File: src/rtl/uart_auth_rx_if.sv
// Signal bundle between the RX pin / rider sensing and the Segway enable logic.
// Handshake: rx_rdy is a valid-only, one-clk pulse qualifying rx_data and cmd_err;
// there is no ready, because a UART byte cannot be back-pressured and the consumer
// must take it in the cycle it is presented. frm_err is an independent one-clk pulse.
interface uart_auth_rx_if;
  logic       RX;
  logic       rider_off;
  logic       pwr_up;
  logic [7:0] rx_data;
  logic       rx_rdy;
  logic       frm_err;
  logic       cmd_err;
  logic       rx_state_dbg;
  logic [1:0] auth_state_dbg;

  modport master (
    output RX, rider_off,
    input  pwr_up, rx_data, rx_rdy, frm_err, cmd_err, rx_state_dbg, auth_state_dbg
  );

  modport slave (
    input  RX, rider_off,
    output pwr_up, rx_data, rx_rdy, frm_err, cmd_err, rx_state_dbg, auth_state_dbg
  );
endinterface

File: src/rtl/uart_auth_rx.sv
// 8N1 UART receiver feeding the rider command authorization FSM.
// 'G' powers the drive up; 'S' powers it down (immediately if the rider is off,
// otherwise it waits in PWR2 until the rider steps off or a new 'G' arrives).
module uart_auth_rx #(
  parameter int         BAUD_DIV = 5208,
  parameter logic [7:0] CMD_GO   = 8'h47,
  parameter logic [7:0] CMD_STOP = 8'h53
) (
  input logic            clk,
  input logic            rst_n,
  uart_auth_rx_if.slave  bus
);

  localparam int CW = $clog2(BAUD_DIV);
  localparam logic [CW-1:0] HALF_BIT = CW'(BAUD_DIV / 2);
  localparam logic [CW-1:0] FULL_BIT = CW'(BAUD_DIV - 1);

  typedef enum logic [0:0] {IDLE, RECV} rx_state_t;
  typedef enum logic [1:0] {OFF, PWR1, PWR2} auth_state_t;

  rx_state_t   rx_state, rx_next;
  auth_state_t auth_state, auth_next;

  logic          s1, s2, s3;
  logic          fall;
  logic [CW-1:0] baud_cnt;
  logic [3:0]    bit_cnt;
  logic [7:0]    shreg;
  logic [7:0]    rx_data;
  logic          rx_rdy, frm_err, cmd_err, pwr_up;
  logic          start, tick, done_ok, done_bad;

  // Two-flop synchronizer plus a third flop for edge detect; preset high so reset release is not a start bit.
  always_ff @(posedge clk or negedge rst_n) begin
    if (!rst_n) begin
      s1 <= 1'b1;
      s2 <= 1'b1;
      s3 <= 1'b1;
    end else begin
      s1 <= bus.RX;
      s2 <= s1;
      s3 <= s2;
    end
  end

  assign fall = s3 & ~s2;

  // Receive FSM state register.
  always_ff @(posedge clk or negedge rst_n) begin
    if (!rst_n) rx_state <= IDLE;
    else        rx_state <= rx_next;
  end

  // Receive FSM next state and sample strobes; a falling edge during RECV is ignored.
  always_comb begin
    rx_next  = rx_state;
    start    = 1'b0;
    tick     = 1'b0;
    done_ok  = 1'b0;
    done_bad = 1'b0;
    case (rx_state)
      IDLE: begin
        if (fall) begin
          start   = 1'b1;
          rx_next = RECV;
        end
      end
      RECV: begin
        if (baud_cnt == '0) begin
          tick = 1'b1;
          if (bit_cnt == 4'd0 && s2) begin
            rx_next = IDLE;              // start bit read high: glitch
          end else if (bit_cnt == 4'd9) begin
            rx_next  = IDLE;
            done_ok  = s2;
            done_bad = ~s2;
          end
        end
      end
      default: rx_next = IDLE;
    endcase
  end

  // Bit timing, shift register and the received-byte outputs.
  always_ff @(posedge clk or negedge rst_n) begin
    if (!rst_n) begin
      baud_cnt <= '0;
      bit_cnt  <= 4'd0;
      shreg    <= 8'h00;
      rx_data  <= 8'h00;
      rx_rdy   <= 1'b0;
      frm_err  <= 1'b0;
      cmd_err  <= 1'b0;
    end else begin
      rx_rdy  <= done_ok;
      frm_err <= done_bad;
      cmd_err <= done_ok && (shreg != CMD_GO) && (shreg != CMD_STOP);
      if (done_ok) rx_data <= shreg;
      if (start) begin
        baud_cnt <= HALF_BIT;
        bit_cnt  <= 4'd0;
      end else if (tick) begin
        baud_cnt <= FULL_BIT;
        bit_cnt  <= bit_cnt + 4'd1;
        if (bit_cnt >= 4'd1 && bit_cnt <= 4'd8) shreg <= {s2, shreg[7:1]};
      end else if (rx_state == RECV) begin
        baud_cnt <= baud_cnt - 1'b1;
      end
    end
  end

  // Auth FSM state register; pwr_up registered alongside so it tracks the state with no extra delay.
  always_ff @(posedge clk or negedge rst_n) begin
    if (!rst_n) begin
      auth_state <= OFF;
      pwr_up     <= 1'b0;
    end else begin
      auth_state <= auth_next;
      pwr_up     <= (auth_next != OFF);
    end
  end

  // Auth FSM next state: moves only on rx_rdy, except the rider-off exit from PWR2 which wins every clk.
  always_comb begin
    auth_next = auth_state;
    case (auth_state)
      OFF: begin
        if (rx_rdy && rx_data == CMD_GO) auth_next = PWR1;
      end
      PWR1: begin
        if (rx_rdy && rx_data == CMD_STOP) auth_next = bus.rider_off ? OFF : PWR2;
      end
      PWR2: begin
        if (bus.rider_off)                    auth_next = OFF;
        else if (rx_rdy && rx_data == CMD_GO) auth_next = PWR1;
      end
      default: auth_next = OFF;
    endcase
  end

  assign bus.pwr_up         = pwr_up;
  assign bus.rx_data        = rx_data;
  assign bus.rx_rdy         = rx_rdy;
  assign bus.frm_err        = frm_err;
  assign bus.cmd_err        = cmd_err;
  assign bus.rx_state_dbg   = rx_state;
  assign bus.auth_state_dbg = auth_state;

endmodule

File: src/flat_wrapper.sv
// flat-port wrapper written by rule: the top's interface ports become plain ports
module uart_auth_rx_flat 
#(
  parameter int         BAUD_DIV = 5208,
  parameter logic [7:0] CMD_GO   = 8'h47,
  parameter logic [7:0] CMD_STOP = 8'h53
)
  (clk, rst_n, bus_RX, bus_rider_off, bus_pwr_up, bus_rx_data, bus_rx_rdy, bus_frm_err, bus_cmd_err, bus_rx_state_dbg, bus_auth_state_dbg);
  uart_auth_rx_if bus_i ();
  input logic clk;
  input logic rst_n;
  input wire logic [$bits(bus_i.RX)-1:0] bus_RX;
  input wire logic [$bits(bus_i.rider_off)-1:0] bus_rider_off;
  output wire logic [$bits(bus_i.pwr_up)-1:0] bus_pwr_up;
  output wire logic [$bits(bus_i.rx_data)-1:0] bus_rx_data;
  output wire logic [$bits(bus_i.rx_rdy)-1:0] bus_rx_rdy;
  output wire logic [$bits(bus_i.frm_err)-1:0] bus_frm_err;
  output wire logic [$bits(bus_i.cmd_err)-1:0] bus_cmd_err;
  output wire logic [$bits(bus_i.rx_state_dbg)-1:0] bus_rx_state_dbg;
  output wire logic [$bits(bus_i.auth_state_dbg)-1:0] bus_auth_state_dbg;
  assign bus_i.RX = bus_RX;
  assign bus_i.rider_off = bus_rider_off;
  assign bus_pwr_up = bus_i.pwr_up;
  assign bus_rx_data = bus_i.rx_data;
  assign bus_rx_rdy = bus_i.rx_rdy;
  assign bus_frm_err = bus_i.frm_err;
  assign bus_cmd_err = bus_i.cmd_err;
  assign bus_rx_state_dbg = bus_i.rx_state_dbg;
  assign bus_auth_state_dbg = bus_i.auth_state_dbg;
  uart_auth_rx #(.BAUD_DIV(BAUD_DIV), .CMD_GO(CMD_GO), .CMD_STOP(CMD_STOP)) u_core (.clk(clk), .rst_n(rst_n), .bus(bus_i));
endmodule
File: config.mk
export PLATFORM = sky130hd
export DESIGN_NAME = uart_auth_rx_flat
export DESIGN_NICKNAME = d
export VERILOG_FILES = /design/src/rtl/uart_auth_rx_if.sv /design/src/rtl/uart_auth_rx.sv /design/src/flat_wrapper.sv
export SDC_FILE = /design/constraint.sdc
export NUM_CORES = 1
export LEC_CHECK = 0
export CORE_AREA = 3 3 65 67
export CTS_CLUSTER_SIZE = 16
export DETAILED_ROUTE_END_ITERATION = 8
export DIE_AREA = 0 0 68 70
export DONT_BUFFER_PORTS = 1
export MAX_ROUTING_LAYER = met4
export PLACE_DENSITY = 0.81
export SYNTH_ARGS = -nofsm -noshare
export SYNTH_HDL_FRONTEND = slang
export SYNTH_SLANG_ARGS = --single-unit
File: constraint.sdc
create_clock -name clk -period 2.5 [get_ports clk]
set_input_delay 0.5 -clock clk [delete_from_list [all_inputs] [get_ports clk]]
set_output_delay 0.5 -clock clk [all_outputs]
set_load 0.01 [all_outputs]
# After elaboration in Yosys (flattened, before gate mapping)
# Index checks and enable logic that the tools add are counted.
# word_totals
regBits	43
n_memories	0
output_inout_bits	15
latch_bits	0
wordCells	67
input_bits	4
ram_bits	0
romBits	0
# op_classes
reduce_logical	13
div_mod_pow	0
n_mux	26
n_shift	0
n_mul	0
order_cmp	2
n_bitwise	4
n_eq_ne	7
n_addsub	2
# ops
operator	count
two-way mux 13 bit	3
equality test 8 x 7 -> 1 bit (second input constant)	2
!= test 8 x 7 -> 1 bit (second input constant)	2
two-way mux 1 bit	15
zero test 13 bit	1
subtractor 13 x 1 -> 13 bit (second input constant)	1
two-way mux 2 bit	4
two-way mux 4 bit	2
logical AND 1 bit	6
case mux 2 bit (3 select lines)	1
adder 4 x 1 -> 4 bit (second input constant)	1
equality test 4 bit (second input constant)	1
greater-or-equal comparator 4 x 1 -> 1 bit (second input constant)	1
<= comparator 4 bit (second input constant)	1
zero test 4 bit	1
nonzero test 2 bit	2
NOT 1 bit	3
AND reduction 3 bit	1
nonzero test 3 bit	1
equality test 2 x 1 -> 1 bit (second input constant)	1
equality test 2 bit (second input constant)	1
zero test 2 bit	1
case mux 1 bit (2 select lines)	1
AND 1 bit	1

# Logic depth before layout (Yosys ltp)
# depth
ltp_word	7
mapped_depth	7
depth_no_buf	6

# Worst setup path before layout
# Ideal clock, no wire load.
# synth_timing
kind	reg-to-reg
start	reg u_core.baud_cnt[0]
end	reg u_core.rx_data[0], in the netlist u_core.bus.rx_data[0]
setup_ns	0.125
setup_slack_ns	0.483
arrival_ns	1.891
period_less_slack_ns	2.017
path_buffers	1
path_stages_with_launch	8
path_cell_list	dfrtp_1 > inv_1 > ha_1 > nor4b_4 > nand4_4 > nor4b_2 > buf_6 > mux2_4
# synth_between
elab_chain_len	3
# synth_rtl
element	line	rtl
from (decl)	uart_auth_rx.sv:26	logic [CW-1:0] baud_cnt;
from (signal assigned)	uart_auth_rx.sv:107	baud_cnt <= baud_cnt - 1'b1;
zero test 13 bit	uart_auth_rx.sv:69	if (baud_cnt == '0) begin
two-way mux 1 bit	uart_auth_rx.sv:69	
two-way mux 1 bit	uart_auth_rx.sv:61	case (rx_state)
named net u_core.done_ok	uart_auth_rx.sv:31	logic start, tick, done_ok, done_bad;
to (signal assigned)	uart_auth_rx.sv:98	if (done_ok) rx_data <= shreg;
to (decl)	uart_auth_rx.sv:29	logic [7:0] rx_data;
# The timed path passes the listed nets, and every way through them passes these cells.
# A chain may end at the register's enable or synchronous reset.

# Worst setup path after layout
# layout_timing
start	reg u_core.baud_cnt[0]
end	reg u_core.rx_data[0], in the netlist u_core.bus.rx_data[0]
# layout_between
elab_chain_len	3
# layout_rtl
element	line
zero test 13 bit	uart_auth_rx.sv:69
two-way mux 1 bit	uart_auth_rx.sv:69
two-way mux 1 bit	uart_auth_rx.sv:61
# No other way between the ends.

==> flow_summary.yaml <==
floorplan:
  core_mm2: 0.00369
  dieArea_mm2: 0.00476
  dieHeight_um: 70
  pin_count: 19
  initial_core_util: 0.586
  die_width_um: 68
  fp-row-count: 22
drt:
  met1_length_um: 1610
  first_iter_violations: 78
  wl_per_cell_um: 17.7
  highest_layer: "met4"
  met3_length_um: 260
  vias: 1463
  wl_um: 4160
  wl_met2_um: 2220
  dr.pass1.iters: 4
  drc: 0
  via_per_inst: 6.23
  ant_nets: 0
setup_path:
  slowest_delay_ps: 420
  crit_type: "register to register"
  crit_path_end_kind: "register"
  path_max_fanout: 10
  crit_family: "simple AND/OR/NAND/NOR gates"
  crit_chain: "inv_1, ha_1, nor4b_4, nand4_4, nor4b_2, buf_4, mux2_4"
  crit_buf_inv: 2
  worstPathRequired_ps: 2680
  critPathLaunchType: "register"
  cpMaxStageDelayCell: "dfrtp_1"
  critPathArrivalTime_ps: 2420
clocking:
  cts_made_buffers: 5
  cts_sinks: 43
  post-cts-setup-buffers: 0
  cts_tree: "done"
  clk_pin_slew_ps: 80
  clock_latency_ps: 290
  cts_buffer_depth: 2
  root_buffer: "clkbuf_8"
  htree_levels: 2
  hold_buffers: 1
  post_cts_resized: 0
sta:
  fmax_mhz: 447
  hold_viol_final: 0
  finClkSkew_ps: 5.26
  fin_tns_setup_ps: 0
  setup_viol: 0
  fin_crit_sh: 0.894
  max-slew-margin-rel: 0.553
  slew_violations: 0
  grt_setup_unrepaired: "no"
  fin_crit_ps: 2230
  worst_slew_pin_slew_ps: 670
synthesis:
  synthArstFlopShare: 1.00
  synth_nets: 192
  synth_adder_area_share: 0.0289
  synth.area.top_cells: "dfrtp_1 (46%), mux2_4 (11%), dfstp_2 (3.6%), nand2_1 (3.5%), ha_1 (2.9%)"
  synth_compound_area_frac: 0.0781
  yosys.area.top_type_share: 0.463
  yosysMostFrequentCell: "dfrtp_1"
  synth_common_cells: "dfrtp_1 (40), nand2_1 (20), mux2_4 (16)"
  synthMuxAreaShare: 0.139
  ys_seq_area_frac: 0.499
  synth_ff_type: "dfrtp_1"
  synth-edff-count: 0
  yosysWarnings: 0
  ys_ff_latch: 43
  synth_top_family_by_area: "simple AND/OR/NAND/NOR gates"
  synth-xor-area-share: 0.0243
  syn_avg_cell_area_um2: 11.8
  synth_simple_gate_area_frac: 0.199
  synth_area_mm2: 0.00216
  synth_top_cell_by_area: "dfrtp_1"
  yosysUniqueCellTypes: 43
  synth_cells: 183
global_route:
  track_usage: 0.198
  grt_pass1_wl_um: 6960
  first_global_vias: 1472
  grt_remaining_overflow: 0
  antenna_found_initial: 0
  grt_max_degree: 41
place:
  port_buffers: 0
  place_congestion: 0.893
  dp_hpwl_um: 2900
finish:
  layout-drive-gt1-share: 0.214
  synthToLayoutAreaGrowth_pct: 7.63
  antenna_cells: 0
  fin_nets: 195
  nFillCells: 285
  final_util: 0.631
  multi_input_area_mm2: 0.00101
  seq_area_mm2: 0.00108
min_path:
  hold_class: "primary input to async pin"
power_and_ir_drop:
  peakVddDrop_mv: 0.504
  p_leak_uw: 0.00103
  finalPower_uw: 1780
  p_per_area_mw_per_mm2: 765
flow_run:
  maxCapViolCount: 0
run_status:
  status: "finished clean"
## per-stage QoR
step                      hold WS, ps  setup slack [ps]  instance area [um2]  instances
final                            40.3               265                 2330        235
after detailed placement          205               261                 2200        226
after global routing             26.4               105                 2330        235
after CTS                        36.4               249                 2330        235
after floorplan                   204               483                 2160        183
after global placement            206               388                 2200        226
## state kept, by name (all words and copies together) (netlist names), 2 cells and up
register,count
u_core.bus.rx_data,8
u_core.bus.auth_state_dbg,2
u_core.bit_cnt,4
u_core.baud_cnt,13
u_core.shreg,8
## area by class of cell
cell class,instances,area share
clock buffer,5,0.0296
tap,48,0.0258
inverter,7,0.0113
timing repair buffer,3,0.0150
multi-input combinational,126,0.436
clock inverter,3,0.0188
sequential,43,0.464
## final timing paths
path / startpoint / to / slack, ps / depth (start not counted)
setup reg to reg: u_core.baud_cnt[0] / u_core.bus.rx_data[0] / 270 / 7
setup / recovery: u_core.baud_cnt[0] / u_core.bus.rx_data[0] / 270 / 7
hold / removal: rst_n / u_core.shreg[4] / 40 / 1
min in group clk: bus_RX / u_core.s1 / 200 / 0
max in group asynchronous: rst_n / u_core.baud_cnt[3] / 2260 / 1
hold reg to reg: u_core.s1 / u_core.s2 / 360 / 0
## where the power goes
| part | internal (uW) | total [uW] | switching, uW |
|---|---|---|---|
| Clock | 297 | 536 | 238 |
| Sequential | 784 | 928 | 145 |
| Combinational | 146 | 318 | 172 |
| Total | 1230 | 1780 | 555 |
## layout by cell type (no fill, tap or decap), types with 5 or more instances in the layout
master    instances
clkbuf_8          5
mux2_4           16
inv_1             7
o21ai_0           5
dfrtp_1          40
ha_1              5
nor2_1           10
nand2_1          20
nand3_1           7
mux2i_1           6
a21oi_1           9
## per-layer routing
layer | vias to the layer above | GRT usage
met5 | - | -
met3 | 10 | 0.0514
met1 | 742 | 0.229
met4 | 0 | 0.0706
li1 | 665 | -
met2 | 46 | 0.327
## worst register-to-register path: stages (launching register included)
cell and delay [ps]:
dfrtp_1 420, inv_1 80, ha_1 190, nor4b_4 340, nand4_4 220, nor4b_2 300
buf_4 250, mux2_4 320
## cell families (layout without fill, tap and decap cells)
family | after synthesis | after routing
mux | 22 | 22
simple gates | 66 | 66
fa+ha+maj | 5 | 5
compound gates | 27 | 27
buf+inv | 14 | 18
xor+xnor | 6 | 6
flops | 43 | 43
No activity file was read; power rests on OpenSTA's default activity.
